## src/rtl/fpu_mmio_responder_if.sv

```systemverilog
// CPU-side register bus between the bus master and fpu_mmio_responder.
//   cpu_addr     byte address of the access
//   cpu_data_in  write data
//   cpu_data_out read data, valid while cpu_ack=1
//   cpu_access   request, held by the master until acked
//   cpu_wr_en    1=write, 0=read
//   cpu_bytesel  00/11=word, 01=low byte, 10=high byte
//   cpu_ack      one-cycle acknowledge from the slave
interface fpu_mmio_responder_if;
   logic [19:0] cpu_addr;
   logic [15:0] cpu_data_in;
   logic [15:0] cpu_data_out;
   logic        cpu_access;
   logic        cpu_wr_en;
   logic [1:0]  cpu_bytesel;
   logic        cpu_ack;

   modport master (
      output cpu_addr, cpu_data_in, cpu_access, cpu_wr_en, cpu_bytesel,
      input  cpu_data_out, cpu_ack
   );

   modport slave (
      input  cpu_addr, cpu_data_in, cpu_access, cpu_wr_en, cpu_bytesel,
      output cpu_data_out, cpu_ack
   );
endinterface

```

## src/rtl/fpu_mmio_responder.sv

```systemverilog
// Memory-mapped front end for the FPU core. Decodes the word registers at
// BASE_ADDR (CMD, STATUS, CONTROL, DATA0..DATA4, ERR/CFG), turns an ESC
// command write into a one-cycle dispatch, tracks completion of the op,
// stages the 80-bit operand, captures the 80-bit result and raises cpu_irq.
//
// Ports:
//   clk, reset_n            clock, asynchronous active-low reset
//   bus                     CPU register bus (slave side)
//   fpu_opcode/fpu_modrm    latched dispatched instruction bytes
//   fpu_instruction_valid   one-cycle dispatch strobe
//   fpu_busy, fpu_int       core busy and exception interrupt
//   fpu_data_to_fpu         staged operand
//   fpu_data_from_fpu       core result, captured at completion
//   fpu_control_word        CONTROL register
//   fpu_status_word         core status, visible through STATUS
//   cpu_irq                 interrupt to the CPU
module fpu_mmio_responder #(
   parameter logic [19:0] BASE_ADDR     = 20'hFFE0,
   parameter int          START_TIMEOUT = 8,
   parameter logic [15:0] CTRL_RESET    = 16'h037F
) (
   input  logic                  clk,
   input  logic                  reset_n,
   fpu_mmio_responder_if.slave   bus,
   output logic [7:0]            fpu_opcode,
   output logic [7:0]            fpu_modrm,
   output logic                  fpu_instruction_valid,
   input  logic                  fpu_busy,
   input  logic                  fpu_int,
   output logic [79:0]           fpu_data_to_fpu,
   input  logic [79:0]           fpu_data_from_fpu,
   output logic [15:0]           fpu_control_word,
   input  logic [15:0]           fpu_status_word,
   output logic                  cpu_irq
);

   localparam int NUM_DATA = 5;
   localparam int CW       = $clog2(START_TIMEOUT + 1);

   // Word offsets within the window; ERR sits just past the 16-byte block.
   localparam logic [3:0] W_CMD   = 4'h0;
   localparam logic [3:0] W_STAT  = 4'h1;
   localparam logic [3:0] W_CTRL  = 4'h2;
   localparam logic [3:0] W_DATA0 = 4'h3;
   localparam logic [3:0] W_ERR   = 4'h8;

   localparam logic [2:0] S_IDLE   = 3'd0;
   localparam logic [2:0] S_ISSUE  = 3'd1;
   localparam logic [2:0] S_WSTART = 3'd2;
   localparam logic [2:0] S_WDONE  = 3'd3;
   localparam logic [2:0] S_CAPT   = 3'd4;

   logic [2:0]                 state_q, state_d;
   logic [CW-1:0]              cnt_q, cnt_d;
   logic [7:0]                 opcode_q, opcode_d;
   logic [7:0]                 modrm_q, modrm_d;
   logic [15:0]                ctrl_q, ctrl_d;
   logic [NUM_DATA-1:0][15:0]  operand_q, operand_d;
   logic [NUM_DATA-1:0][15:0]  result_q, result_d;
   logic                       ovr_q, ovr_d;
   logic                       nonesc_q, nonesc_d;
   logic                       done_q, done_d;
   logic                       irq_en_q, irq_en_d;
   logic                       ack_q;
   logic [15:0]                rdata_q, rdata_d;

   logic [18:0] woff;
   logic [3:0]  word;
   logic        in_win, accept, wr, lane_lo, lane_hi, eng_busy, is_esc;

   function automatic logic [15:0] merge(input logic [15:0] old_v,
                                         input logic [15:0] new_v,
                                         input logic lo, input logic hi);
      merge = {hi ? new_v[15:8] : old_v[15:8], lo ? new_v[7:0] : old_v[7:0]};
   endfunction

   // Decode in word units; an address below BASE_ADDR wraps to a large
   // offset and so falls outside the window.
   assign woff    = bus.cpu_addr[19:1] - BASE_ADDR[19:1];
   assign in_win  = (woff <= 19'd8);
   assign word    = woff[3:0];
   // No new access is taken in the ack cycle.
   assign accept  = bus.cpu_access & in_win & ~ack_q;
   assign wr      = accept & bus.cpu_wr_en;
   assign lane_lo = (bus.cpu_bytesel != 2'b10);
   assign lane_hi = (bus.cpu_bytesel != 2'b01);
   assign eng_busy = (state_q != S_IDLE);
   assign is_esc  = (bus.cpu_data_in[7:3] == 5'b11011);

   always_comb begin
      state_d   = state_q;
      cnt_d     = cnt_q;
      opcode_d  = opcode_q;
      modrm_d   = modrm_q;
      ctrl_d    = ctrl_q;
      operand_d = operand_q;
      result_d  = result_q;
      ovr_d     = ovr_q;
      nonesc_d  = nonesc_q;
      done_d    = done_q;
      irq_en_d  = irq_en_q;

      // Register writes. CMD ignores byte lanes.
      if (wr) begin
         case (word)
            W_CMD: begin
               if (eng_busy) begin
                  ovr_d = 1'b1;
               end else if (!is_esc) begin
                  nonesc_d = 1'b1;
               end else begin
                  opcode_d = bus.cpu_data_in[7:0];
                  modrm_d  = bus.cpu_data_in[15:8];
                  state_d  = S_ISSUE;
               end
            end
            W_CTRL: ctrl_d = merge(ctrl_q, bus.cpu_data_in, lane_lo, lane_hi);
            W_ERR: begin
               if (lane_lo) begin
                  if (bus.cpu_data_in[0]) ovr_d    = 1'b0;
                  if (bus.cpu_data_in[1]) nonesc_d = 1'b0;
                  if (bus.cpu_data_in[2]) done_d   = 1'b0;
               end
               if (lane_hi) irq_en_d = bus.cpu_data_in[8];
            end
            default: ;
         endcase
      end

      // Operand staging stays writable while the engine runs.
      for (int k = 0; k < NUM_DATA; k++) begin
         if (wr && (word == W_DATA0 + 4'(k)))
            operand_d[k] = merge(operand_q[k], bus.cpu_data_in, lane_lo, lane_hi);
      end

      // Dispatch engine. Evaluated after the ERR write so a completion
      // in the same cycle as a DONE clear leaves DONE set.
      case (state_q)
         S_ISSUE: begin
            state_d = S_WSTART;
            cnt_d   = '0;
         end
         S_WSTART: begin
            if (fpu_busy) begin
               state_d = S_WDONE;
            end else begin
               cnt_d = cnt_q + 1'b1;
               // Core never raised busy: treat as a single-cycle op.
               if (cnt_d == CW'(START_TIMEOUT)) state_d = S_CAPT;
            end
         end
         S_WDONE: if (!fpu_busy) state_d = S_CAPT;
         S_CAPT: begin
            result_d = fpu_data_from_fpu;
            done_d   = 1'b1;
            state_d  = S_IDLE;
         end
         default: ;
      endcase
   end

   // Read data is registered with the ack and forced to zero otherwise.
   always_comb begin
      rdata_d = 16'h0000;
      if (accept) begin
         case (word)
            W_CMD:  rdata_d = {modrm_q, opcode_q};
            W_STAT: rdata_d = {fpu_busy | eng_busy, fpu_status_word[14:0]};
            W_CTRL: rdata_d = ctrl_q;
            W_ERR:  rdata_d = {7'b0, irq_en_q, 5'b0, done_q, nonesc_q, ovr_q};
            default: begin
               for (int k = 0; k < NUM_DATA; k++)
                  if (word == W_DATA0 + 4'(k)) rdata_d = result_q[k];
            end
         endcase
      end
   end

   always_ff @(posedge clk or negedge reset_n) begin
      if (!reset_n) begin
         state_q   <= S_IDLE;
         cnt_q     <= '0;
         opcode_q  <= 8'h00;
         modrm_q   <= 8'h00;
         ctrl_q    <= CTRL_RESET;
         operand_q <= '0;
         result_q  <= '0;
         ovr_q     <= 1'b0;
         nonesc_q  <= 1'b0;
         done_q    <= 1'b0;
         irq_en_q  <= 1'b0;
         ack_q     <= 1'b0;
         rdata_q   <= 16'h0000;
      end else begin
         state_q   <= state_d;
         cnt_q     <= cnt_d;
         opcode_q  <= opcode_d;
         modrm_q   <= modrm_d;
         ctrl_q    <= ctrl_d;
         operand_q <= operand_d;
         result_q  <= result_d;
         ovr_q     <= ovr_d;
         nonesc_q  <= nonesc_d;
         done_q    <= done_d;
         irq_en_q  <= irq_en_d;
         ack_q     <= accept;
         rdata_q   <= rdata_d;
      end
   end

   assign bus.cpu_ack           = ack_q;
   assign bus.cpu_data_out      = rdata_q;
   assign fpu_opcode            = opcode_q;
   assign fpu_modrm             = modrm_q;
   assign fpu_instruction_valid = (state_q == S_ISSUE);
   assign fpu_data_to_fpu       = operand_q;
   assign fpu_control_word      = ctrl_q;
   assign cpu_irq               = fpu_int | (done_q & irq_en_q);

endmodule

```

## src/flat_wrapper.sv

```systemverilog
// flat-port wrapper written by rule: the top's interface ports become plain ports
module fpu_mmio_responder_flat 
#(
   parameter logic [19:0] BASE_ADDR     = 20'hFFE0,
   parameter int          START_TIMEOUT = 8,
   parameter logic [15:0] CTRL_RESET    = 16'h037F
)
  (clk, reset_n, fpu_opcode, fpu_modrm, fpu_instruction_valid, fpu_busy, fpu_int, fpu_data_to_fpu, fpu_data_from_fpu, fpu_control_word, fpu_status_word, cpu_irq, bus_cpu_addr, bus_cpu_data_in, bus_cpu_access, bus_cpu_wr_en, bus_cpu_bytesel, bus_cpu_data_out, bus_cpu_ack);
  fpu_mmio_responder_if bus_i ();
  input  logic clk;
  input  logic reset_n;
  output logic [7:0] fpu_opcode;
  output logic [7:0] fpu_modrm;
  output logic fpu_instruction_valid;
  input  logic fpu_busy;
  input  logic fpu_int;
  output logic [79:0] fpu_data_to_fpu;
  input  logic [79:0] fpu_data_from_fpu;
  output logic [15:0] fpu_control_word;
  input  logic [15:0] fpu_status_word;
  output logic cpu_irq;
  input wire logic [$bits(bus_i.cpu_addr)-1:0] bus_cpu_addr;
  input wire logic [$bits(bus_i.cpu_data_in)-1:0] bus_cpu_data_in;
  input wire logic [$bits(bus_i.cpu_access)-1:0] bus_cpu_access;
  input wire logic [$bits(bus_i.cpu_wr_en)-1:0] bus_cpu_wr_en;
  input wire logic [$bits(bus_i.cpu_bytesel)-1:0] bus_cpu_bytesel;
  output wire logic [$bits(bus_i.cpu_data_out)-1:0] bus_cpu_data_out;
  output wire logic [$bits(bus_i.cpu_ack)-1:0] bus_cpu_ack;
  assign bus_i.cpu_addr = bus_cpu_addr;
  assign bus_i.cpu_data_in = bus_cpu_data_in;
  assign bus_i.cpu_access = bus_cpu_access;
  assign bus_i.cpu_wr_en = bus_cpu_wr_en;
  assign bus_i.cpu_bytesel = bus_cpu_bytesel;
  assign bus_cpu_data_out = bus_i.cpu_data_out;
  assign bus_cpu_ack = bus_i.cpu_ack;
  fpu_mmio_responder #(.BASE_ADDR(BASE_ADDR), .START_TIMEOUT(START_TIMEOUT), .CTRL_RESET(CTRL_RESET)) u_core (.clk(clk), .reset_n(reset_n), .bus(bus_i), .fpu_opcode(fpu_opcode), .fpu_modrm(fpu_modrm), .fpu_instruction_valid(fpu_instruction_valid), .fpu_busy(fpu_busy), .fpu_int(fpu_int), .fpu_data_to_fpu(fpu_data_to_fpu), .fpu_data_from_fpu(fpu_data_from_fpu), .fpu_control_word(fpu_control_word), .fpu_status_word(fpu_status_word), .cpu_irq(cpu_irq));
endmodule
```

## config.mk

```make
export PLATFORM = sky130hd
export DESIGN_NAME = fpu_mmio_responder_flat
export DESIGN_NICKNAME = d
export VERILOG_FILES = /design/src/rtl/fpu_mmio_responder_if.sv /design/src/rtl/fpu_mmio_responder.sv /design/src/flat_wrapper.sv
export SDC_FILE = /design/constraint.sdc
export NUM_CORES = 1
export LEC_CHECK = 0
export BUFFER_PORTS_ARGS = -buffer_cell sky130_fd_sc_hd__buf_2
export CAP_MARGIN = 20
export CORE_ASPECT_RATIO = 0.75
export CORE_MARGIN = 4
export CORE_UTILIZATION = 39
export CTS_CLUSTER_SIZE = 16
export DETAILED_ROUTE_END_ITERATION = 8
export GPL_TIMING_DRIVEN = 0
export SYNTH_ARGS = -nofsm -noshare
export SYNTH_HDL_FRONTEND = slang
export SYNTH_SLANG_ARGS = --single-unit
export TNS_END_PERCENT = 1
```

## constraint.sdc

```tcl
create_clock -name clk -period 3.1 [get_ports clk]
set_clock_uncertainty 0.05 [all_clocks]
set_input_delay 0.62 -clock clk [delete_from_list [all_inputs] [get_ports clk]]
set_output_delay 0.62 -clock clk [all_outputs]
set_load 0.01 [all_outputs]
```

* Word-level counts from Yosys, hierarchy flattened
Index checks and enable logic that the tools add are counted.
** Storage, ports and cells
- Register bits after elaboration :: 220
- Bits of input ports :: 140
- Output and inout bits :: 131
** Operators by class
- $add $sub $neg :: 2
- Magnitude comparators :: 1
- Equality and inequality tests :: 23
- Muxes and demuxes :: 31
- Bitwise operators :: 8
- Reduce and logical (&&, ||, !) cells :: 31
** Operator list (number)
- $mux W16 :: 6
- $pmux W16 S4 :: 1
- $reduce_and A2 Y1 :: 11
- $mux W3 :: 7
- $le A19 B4 Y1 const B :: 1
- $sub A19 B15 Y19 const B :: 1
- $eq A4 B3 Y1 const B :: 4
- $mux W1 :: 12
- $ne A2 B2 Y1 const B :: 6
- $pmux W3 S4 :: 1
- $reduce_bool A2 Y1 :: 6
- $reduce_and A3 Y1 :: 3
- $eq A4 B2 Y1 const B :: 2
- $eq A4 B4 Y1 const B :: 2
- $pmux W4 S2 :: 1
- $reduce_and A4 Y1 :: 2
- $eq A3 B2 Y1 const B :: 2
- $ne A2 B1 Y1 const B :: 3
- $reduce_and A6 Y1 :: 1
- $eq A5 B5 Y1 const B :: 1
- $logic_and A1 B1 Y1 :: 5
- $reduce_and A5 Y1 :: 1
- $add A4 B1 Y4 const B :: 1
- $and A1 B1 Y1 :: 4
- 9 further kinds :: 12

* Logic depth before layout (Yosys ltp)
Gate-level depths: netlist (run 1).
- Word-level depth :: 9
- Depth in mapped cells :: 10
- Depth with buffers taken out :: 8

* Least setup slack after synthesis (run 1)
Ideal clock, no wire load.
- Path type :: input port to flip-flop
- From :: input bus_cpu_addr[5]
- To :: register u_core.operand_q (netlist bit u_core.fpu_data_to_fpu[12])
- Library setup time :: 0.125 ns
- Arrival time :: 2.948 ns
- Required time :: 2.925 ns
- Path slack :: -0.023 ns
- Stages on the path :: 8
- Path through :: ha_1 and4_1 a211o_1 a211oi_1 a31oi_2 buf_4 nor4_4 mux2_2
** On the way
- Word-level cells in the longest chain between the ends :: 7
** RTL lines
- start, declared :: line flat_wrapper.sv:22 : input wire logic [$bits(bus_i.cpu_addr)-1:0] bus_cpu_addr;
- $sub A19 B15 Y19 :: line fpu_mmio_responder.sv:79 : assign woff = bus.cpu_addr[19:1] - BASE_ADDR[19:1];
- $le A19 B4 Y1 :: line fpu_mmio_responder.sv:80 : assign in_win = (woff <= 19'd8);
- $and A1 B1 Y1 (2 in a row) :: line fpu_mmio_responder.sv:83 : assign accept = bus.cpu_access & in_win & ~ack_q;
- $and A1 B1 Y1 :: line fpu_mmio_responder.sv:84 : assign wr = accept & bus.cpu_wr_en;
- $logic_and A1 B1 Y1 :: line fpu_mmio_responder.sv:132 : if (wr && (word == W_DATA0 + 4'(k)))
- $reduce_and A2 Y1 (no line)
- end signal, assigned :: line fpu_mmio_responder.sv:200 : operand_q <= operand_d;
- end, declared :: line fpu_mmio_responder.sv:58 : logic [NUM_DATA-1:0][15:0] operand_q, operand_d;
Every way passes these cells.
A chain may end at the register's enable or synchronous reset.

* Final worst setup path (run 1)
- From :: input bus_cpu_addr[5]
- To :: register u_core.operand_q (netlist bit u_core.fpu_data_to_fpu[30])
The elaborated chain is that of the path after synthesis.

==> metrics.md, run 1 <==
| Metric | Value |
|---|---|
| Setup TNS | `0 ns` |
| Net Switching | `0.00217 W` |
| Slew Viols, Final | `0` |
| Multi-input gate area | `0.00414 mm2` |
| Total number of vias | `7442` |
| Layout cells sized above 1 | `49.4%` |
| Fin area | `0.0125 mm2` |
| Synth area leaders | `dfrtp_1 (54%), mux2_2 (21%), nor4_4 (2.6%)` |
| Vias in the first global route | `7612` |
| Worst-case reg-to-reg path depth | `6` |
| IO Port Bufs | `267` |
| Syn Nets | `907` |
| Worst Setup SP | `bus_cpu_addr[5]` |
| Top post-synthesis cells by count | `dfrtp_1 (211), mux2_2 (185), nand2_1 (54), nor2_1 (44), o21ai_0 (37)` |
| Cell internal pwr | `0.00584 W` |
| Clock power share | `35.3%` |
| Global-route wire length before repair | `46.2 mm` |
| Die Y | `145 um` |
| Number of CTS-inserted buffers | `24` |
| Drt total wl | `30.4 mm` |
| Post-synth EDFFs | `0` |
| Clk buf depth | `3` |
| Comb pwr share | `17.9%` |
| Clock sink count | `220` |
| Routability congestion estimate | `0.842` |
| Io pins | `271` |
| Register area | `0.00552 mm2` |
| Antenna cells | `0` |
| Pwr Density | `641 mW/mm2` |
| Sw Share | `27.1%` |
| Clock transition at path regs | `0.06 ns` |
| Post-route DRC | `0` |
| Area of the core | `0.0249 mm2` |
| Post-Syn Instances | `764` |
| WP data arrival | `3.40 ns` |
| Setup crit end kind | `register` |
| Rows | `50` |
| Library cells used by synthesis | `57` |
| Critical path startpoint category | `input pin` |
| Capture point of the worst reg-to-reg path | `u_core.fpu_data_to_fpu[16]` |
| Number of synthesis warnings | `0` |
| Worst reg2reg path startpoint | `u_core.bus.cpu_ack` |
| Top-count cell post-synth | `dfrtp_1` |
| DR vias/cell | `5.25` |
| Largest net degree at the start of global routing | `116` |
| Post-synth top area share | `53.8%` |
| Final Power | `0.00801 W` |
| Average wire per standard cell | `21.4 um` |
| Max-cap violations | `0` |
| Slew margin rel. | `37.8%` |
| Detail Route Antenna Nets | `0` |
| Total gr overflow | `0` |
| Hold Fails Final Rpt | `0` |
| GRT Util Overall | `21.3%` |
| Final setup fails | `0` |
| CTS tree | `yes` |
| First-pass iteration count of the detailed router | `5` |
| Maximum clock rate | `328 MHz` |
| Tcrit/Tclk final | `98.3%` |
| Initial Utilization | `39.5%` |
| CP max FO | `10` |
| Worst skew pair latency | `0.52 ns` |
| Yosys reg bits | `220` |
| Synth area leader | `dfrtp_1` |
| Initial DRC count | `470` |
| Register area share after synthesis | `56.2%` |
| Final min period | `3.05 ns` |
| Sequential power share | `46.8%` |
| FF-to-FF setup slack | `0.43 ns` |
| Pleak | `6.30 nW` |
| Die Width | `191 um` |
| Placed Area | `0.0116 mm2` |
| Worst Setup EP | `u_core.fpu_data_to_fpu[30]` |
| Maximum VDD drop | `0.384 mV` |
| Syn_area_per_cell | `12.9 um2` |
| Nets | `1205` |
| Min Hold Slack | `0.0720 ns` |
| RSZ-0062 raised after global routing | `true` |
| Run status | `finished clean` |
| Root Buffer | `clkbuf_16` |
| Asr flop ratio synth | `100%` |
| DP Wirelength | `22.5 mm` |
| Initial antenna violation count | `2` |
| Die area | `0.0278 mm2` |
| Required time of the worst setup path | `3.45 ns` |
| Hold WC Path Type | `in -> async` |
| Filler instances | `2322` |
| # hold bufs at CTS | `0` |
| Synth Cell Area | `0.00982 mm2` |
| Synth-to-layout area growth | `27.2%` |
| WS Path Type | `in -> reg` |
| Tightest Pin Transition | `0.933 ns` |
| Ys flop type | `dfrtp_1` |
| H-tree depth | `1` |
## worst max-delay path, cell delays in order
cell      delay, ns
buf_2          0.13
ha_1           0.23
and4_1         0.24
a211o_1        0.32
a211oi_2       0.25
a31oi_4        0.17
buf_12         0.26
nor4_4         0.75
mux2_2         0.41
## layout by cell type, fill, tap and decap left out, types with 4 or more instances in the layout
| cell type | count |
|---|---|
| a31oi_1 | 5 |
| a21oi_1 | 26 |
| a222oi_1 | 11 |
| a22oi_1 | 5 |
| a21o_1 | 5 |
| nand3_1 | 8 |
| nor2_1 | 44 |
| nor4_4 | 12 |
| o221ai_1 | 4 |
| nor3_1 | 18 |
| mux2i_1 | 17 |
| clkinv_2 | 4 |
| clkbuf_16 | 24 |
| inv_1 | 5 |
| nor2b_1 | 4 |
| or2_2 | 6 |
| mux2_2 | 185 |
| o21ai_0 | 37 |
| o22ai_1 | 4 |
| buf_2 | 267 |
| dfrtp_1 | 211 |
| clkbuf_1 | 41 |
| nand2_1 | 54 |
| dfstp_2 | 9 |
## through the flow
step,utilization (%),worst slack [ns],std cells
after floorplan,-,-0.0175,764
after global placement,46.5,-2.68,1369
after detailed placement,46.7,-0.844,1371
after CTS,50.0,-0.0240,1416
after global routing,50.2,-0.101,1418
final,50.2,0.0536,1418
## cell type report
class                      count  share of cell area [%]
sequential                   220                    44.1
multi-input combinational    497                    33.1
timing repair buffer         272                    11.5
clock buffer                  35                    5.30
tap                          338                    3.38
buffer                        41                    1.55
clock inverter                 9                   0.901
inverter                       6                   0.180
## power by group through the flow
stage	clock, W	combinational [W]	sequential, W
finish	0.00283	0.00143	0.00375
global route	0.00304	0.00157	0.00381
CTS	0.00291	0.00144	0.00374
detailed placement	0	0.00143	0.00379
global placement	0	0.00138	0.00377
floorplan	0	0.00100	0.00369
## metal layers
metal  up-vias  part of all wire (%)  track usage, %
met5         -                 0.089               0
met2       241                    43            31.7
met1      3763                    47            31.6
met4         4                   1.5            3.95
met3        37                   7.9            6.14
li1       3397                     -               -
## cell families (layout without fill, tap and decap cells)
| group | after synthesis | after routing | share of synthesized area, % |
|---|---|---|---|
| flops | 220 | 220 | 56.2 |
| mux | 205 | 205 | 23.3 |
| simple gates | 167 | 167 | 9.85 |
| compound gates | 118 | 118 | 8.01 |
| buf+inv | 47 | 363 | 1.95 |
| fa+ha+maj | 4 | 4 | 0.484 |
| xor+xnor | 3 | 3 | 0.268 |
## flip-flops by register name (all words and copies together) (netlist names)
name and count:
u_core.ovr_q 1, u_core.nonesc_q 1, u_core.result_q 80, u_core.fpu_opcode 8, u_core.irq_en_q 1, u_core.fpu_modrm 8
u_core.fpu_data_to_fpu 80, u_core.bus.cpu_data_out 16, u_core.bus.cpu_ack 1, u_core.fpu_control_word 16, u_core.state_q 3, u_core.cnt_q 4
u_core.done_q 1
## worst min-delay path by stage
stage | start | cells past startpoint | endpoint | slack (ns)
after global placement | u_core.fpu_data_to_fpu[11] | 1 | u_core.fpu_data_to_fpu[11] | 0.41
after floorplan | reset_n | 0 | u_core.bus.cpu_ack | 0.27
after CTS | reset_n | 1 | u_core.result_q[62] | 0.15
after detailed placement | u_core.fpu_data_to_fpu[9] | 1 | u_core.fpu_data_to_fpu[9] | 0.42
final | reset_n | 1 | u_core.result_q[62] | 0.07
after global routing | reset_n | 1 | u_core.result_q[62] | 0.12
## what timing repair did
action,in CTS,in global routing
hold endpoints to repair,0,0
cloned,0,0
resized for setup,7,7
setup buffers,1,1
setup endpoints to repair,60,65
pin swaps,2,6
No activity file was read; power rests on OpenSTA's default activity.
==> run 2: changes to the inputs <==
--- a/config.mk
+++ b/config.mk
@@ -6,13 +6,13 @@
 export NUM_CORES = 1
 export LEC_CHECK = 0
 export BUFFER_PORTS_ARGS = -buffer_cell sky130_fd_sc_hd__buf_2
-export CAP_MARGIN = 20
+export CAP_MARGIN = 10
 export CORE_ASPECT_RATIO = 0.75
 export CORE_MARGIN = 4
 export CORE_UTILIZATION = 39
 export CTS_CLUSTER_SIZE = 16
 export DETAILED_ROUTE_END_ITERATION = 8
-export GPL_TIMING_DRIVEN = 0
+export GPL_TIMING_DRIVEN = 1
 export SYNTH_ARGS = -nofsm -noshare
 export SYNTH_HDL_FRONTEND = slang
 export SYNTH_SLANG_ARGS = --single-unit
==> metrics.md, run 2 (synthesis results as in run 1) <==
| Metric | Value |
|---|---|
| Setup TNS | `0 ns (unchanged)` |
| Max incr delay on CP | `0.46 ns (-0.29 ns)` |
| Detail Route Antenna Nets | `0 (unchanged)` |
| Clock transition at path regs | `0.06 ns (about the same)` |
| Final setup fails | `0 (unchanged)` |
| Antenna cells | `0 (unchanged)` |
| Required time of the worst setup path | `3.46 ns (about the same)` |
| Root Buffer | `clkbuf_16` |
| Nets | `1201 (-0.33%)` |
| Leading cell type in the layout, fill and taps excluded | `buf_2` |
| Die Y | `145 um (unchanged)` |
| Initial DRC count | `394 (-16%)` |
| Setup Buffers After CTS | `0 (-1)` |
| Routability congestion estimate | `0.787 (-6.6%)` |
| Post-route DRC | `0 (unchanged)` |
| DP Wirelength | `20.3 mm (-9.9%)` |
| Min Hold Slack | `-0.0253 ns (-0.0973 ns)` |
| Vias in the first global route | `7565 (-0.62%)` |
| Total gr overflow | `0 (unchanged)` |
| Post-cts sizing count | `0 (-7)` |
| Slew margin rel. | `29.7% (-8.0 points)` |
| Synth-to-layout area growth | `29.6%` |
| CP Cell Sequence | `buf_2 -> ha_1 -> and4_1 -> a211o_1 -> a211oi_1 -> a31oi_4 -> nor4_4 -> buf_12 -> mux2_2` |
| Layout cells sized above 1 | `52.6% (+3.3 points)` |
| Global-route wire length before repair | `44.3 mm (-4.0%)` |
| Clock sink count | `220 (unchanged)` |
| IO Port Bufs | `268 (+0.37%)` |
| Average wire per standard cell | `20.2 um (-5.7%)` |
| Final min period | `2.69 ns (-0.359 ns)` |
| Initial antenna violation count | `6 (+4)` |
| Initial Utilization | `39.5% (unchanged)` |
| Area of the core | `0.0249 mm2 (unchanged)` |
| Pre-CTS setup slack | `-0.158 ns (+0.686 ns)` |
| CTS tree | `yes` |
| WP data arrival | `3.05 ns (-0.35 ns)` |
| Maximum clock rate | `372 MHz (+13%)` |
| Critical path startpoint category | `input pin` |
| Max-cap violations | `0 (unchanged)` |
| GRT Util Overall | `20.1% (-1.2 points)` |
| Layout Cells excl Fill | `1414 (-0.28%)` |
| Filler instances | `2242 (-3.4%)` |
| RSZ-0062 raised after global routing | `false` |
| Commonest cells after routing, fill and taps aside | `buf_2 (267), dfrtp_1 (211), mux2_2 (185)` |
| Rows | `50 (unchanged)` |
| Die Width | `191 um (unchanged)` |
| Total number of vias | `7261 (-2.4%)` |
| Hold WC Path Type | `in -> async` |
| Failing checks | `hold timing` |
| Io pins | `271 (unchanged)` |
| Clk buf depth | `3 (unchanged)` |
| Worst skew pair latency | `0.52 ns (about the same)` |
| Drt total wl | `28.6 mm (-5.9%)` |
| Tightest Pin Transition | `1.05 ns (+0.121 ns)` |
| Pleak | `6.45 nW (+2.4%)` |
| Largest net degree at the start of global routing | `81 (-30%)` |
| Slew Viols, Final | `0 (unchanged)` |
| First-pass iteration count of the detailed router | `5 (unchanged)` |
| Hold Fails Final Rpt | `6 (+6)` |
| Die area | `0.0278 mm2 (unchanged)` |
| DR vias/cell | `5.14 (-2.2%)` |
| Setup ws final | `0.412 ns (+0.359 ns)` |
| CP max FO | `17 (+7)` |
| Number of CTS-inserted buffers | `24 (unchanged)` |
| # hold bufs at CTS | `0 (unchanged)` |
| Pwr Density | `630 mW/mm2 (-1.6%)` |
| Slowest CP cell | `nor4_4` |
| WS Path Type | `in -> reg` |
| Tcrit/Tclk final | `86.7% (-12 points)` |
| Maximum VDD drop | `0.385 mV (+0.38%)` |
| Dpl cells | `1370 (-0.073%)` |
| Setup crit end kind | `register` |
| H-tree depth | `1 (unchanged)` |
| Run status | `complete, but fails checks` |
==> run 2: area by class of cell <==
class	instances	area [um2]	share of cell area, %
flip-flops and latches	220	5520	43.3
multi-input cells	497	4130	32.5
repair buffers	309	1850	14.5
clock buffers	35	682	5.35
well taps	338	423	3.32
clock inverters	9	110	0.865
inverters	6	22.5	0.177
==> run 2: routing by layer <==
layer / up-vias / part of all wire, % / GRT usage (%)
met5: - / 0.24 / 0
met4: 12 / 1.7 / 3.48
met3: 46 / 7.8 / 6.07
met2: 217 / 43 / 30.1
met1: 3607 / 47 / 29.5
li1: 3379 / - / -
==> run 2: power by group <==
part | switching [W] | total [W] | internal, W | leakage (nW)
logic | 0.000623 | 0.00137 | 0.000746 | 3.19
registers | 0.000331 | 0.00377 | 0.00344 | 2.87
clock network | 0.00119 | 0.00289 | 0.00170 | 0.392
==> run 2: path summary, 6_finish.rpt <==
kind	start	to	slack (ns)	cells past startpoint
min reg2reg	u_core.fpu_data_to_fpu[10]	u_core.fpu_data_to_fpu[10]	0.43	1
min in group clk	fpu_data_from_fpu[52]	u_core.result_q[52]	0.27	2
max in group asynchronous	reset_n	u_core.result_q[58]	2.20	2
min	reset_n	u_core.result_q[62]	-0.03	1
max reg2reg	u_core.state_q[2]	u_core.fpu_modrm[5]	0.89	7
max	bus_cpu_addr[6]	u_core.fpu_data_to_fpu[27]	0.41	9
==> run 2: through the flow <==
stage          power [W]  cell area (um2)  util (%)
6_report         0.00802            12700      51.1
5_1_grt          0.00845            12700      51.1
4_1_cts          0.00810            12700      51.1
3_5_place_dp     0.00519            11900      48.0
3_3_place_gp     0.00513            11900      48.0
2_1_floorplan    0.00470             9820         -
==> run 2: critical path, delay by kind of cell <==
kind	cells	cell delay, ns
AOI/OAI and AO/OA	3	0.89
muxes	1	0.33
adders and majority gates	1	0.19
and+or+nand+nor	2	0.69
buffers and inverters	2	0.30
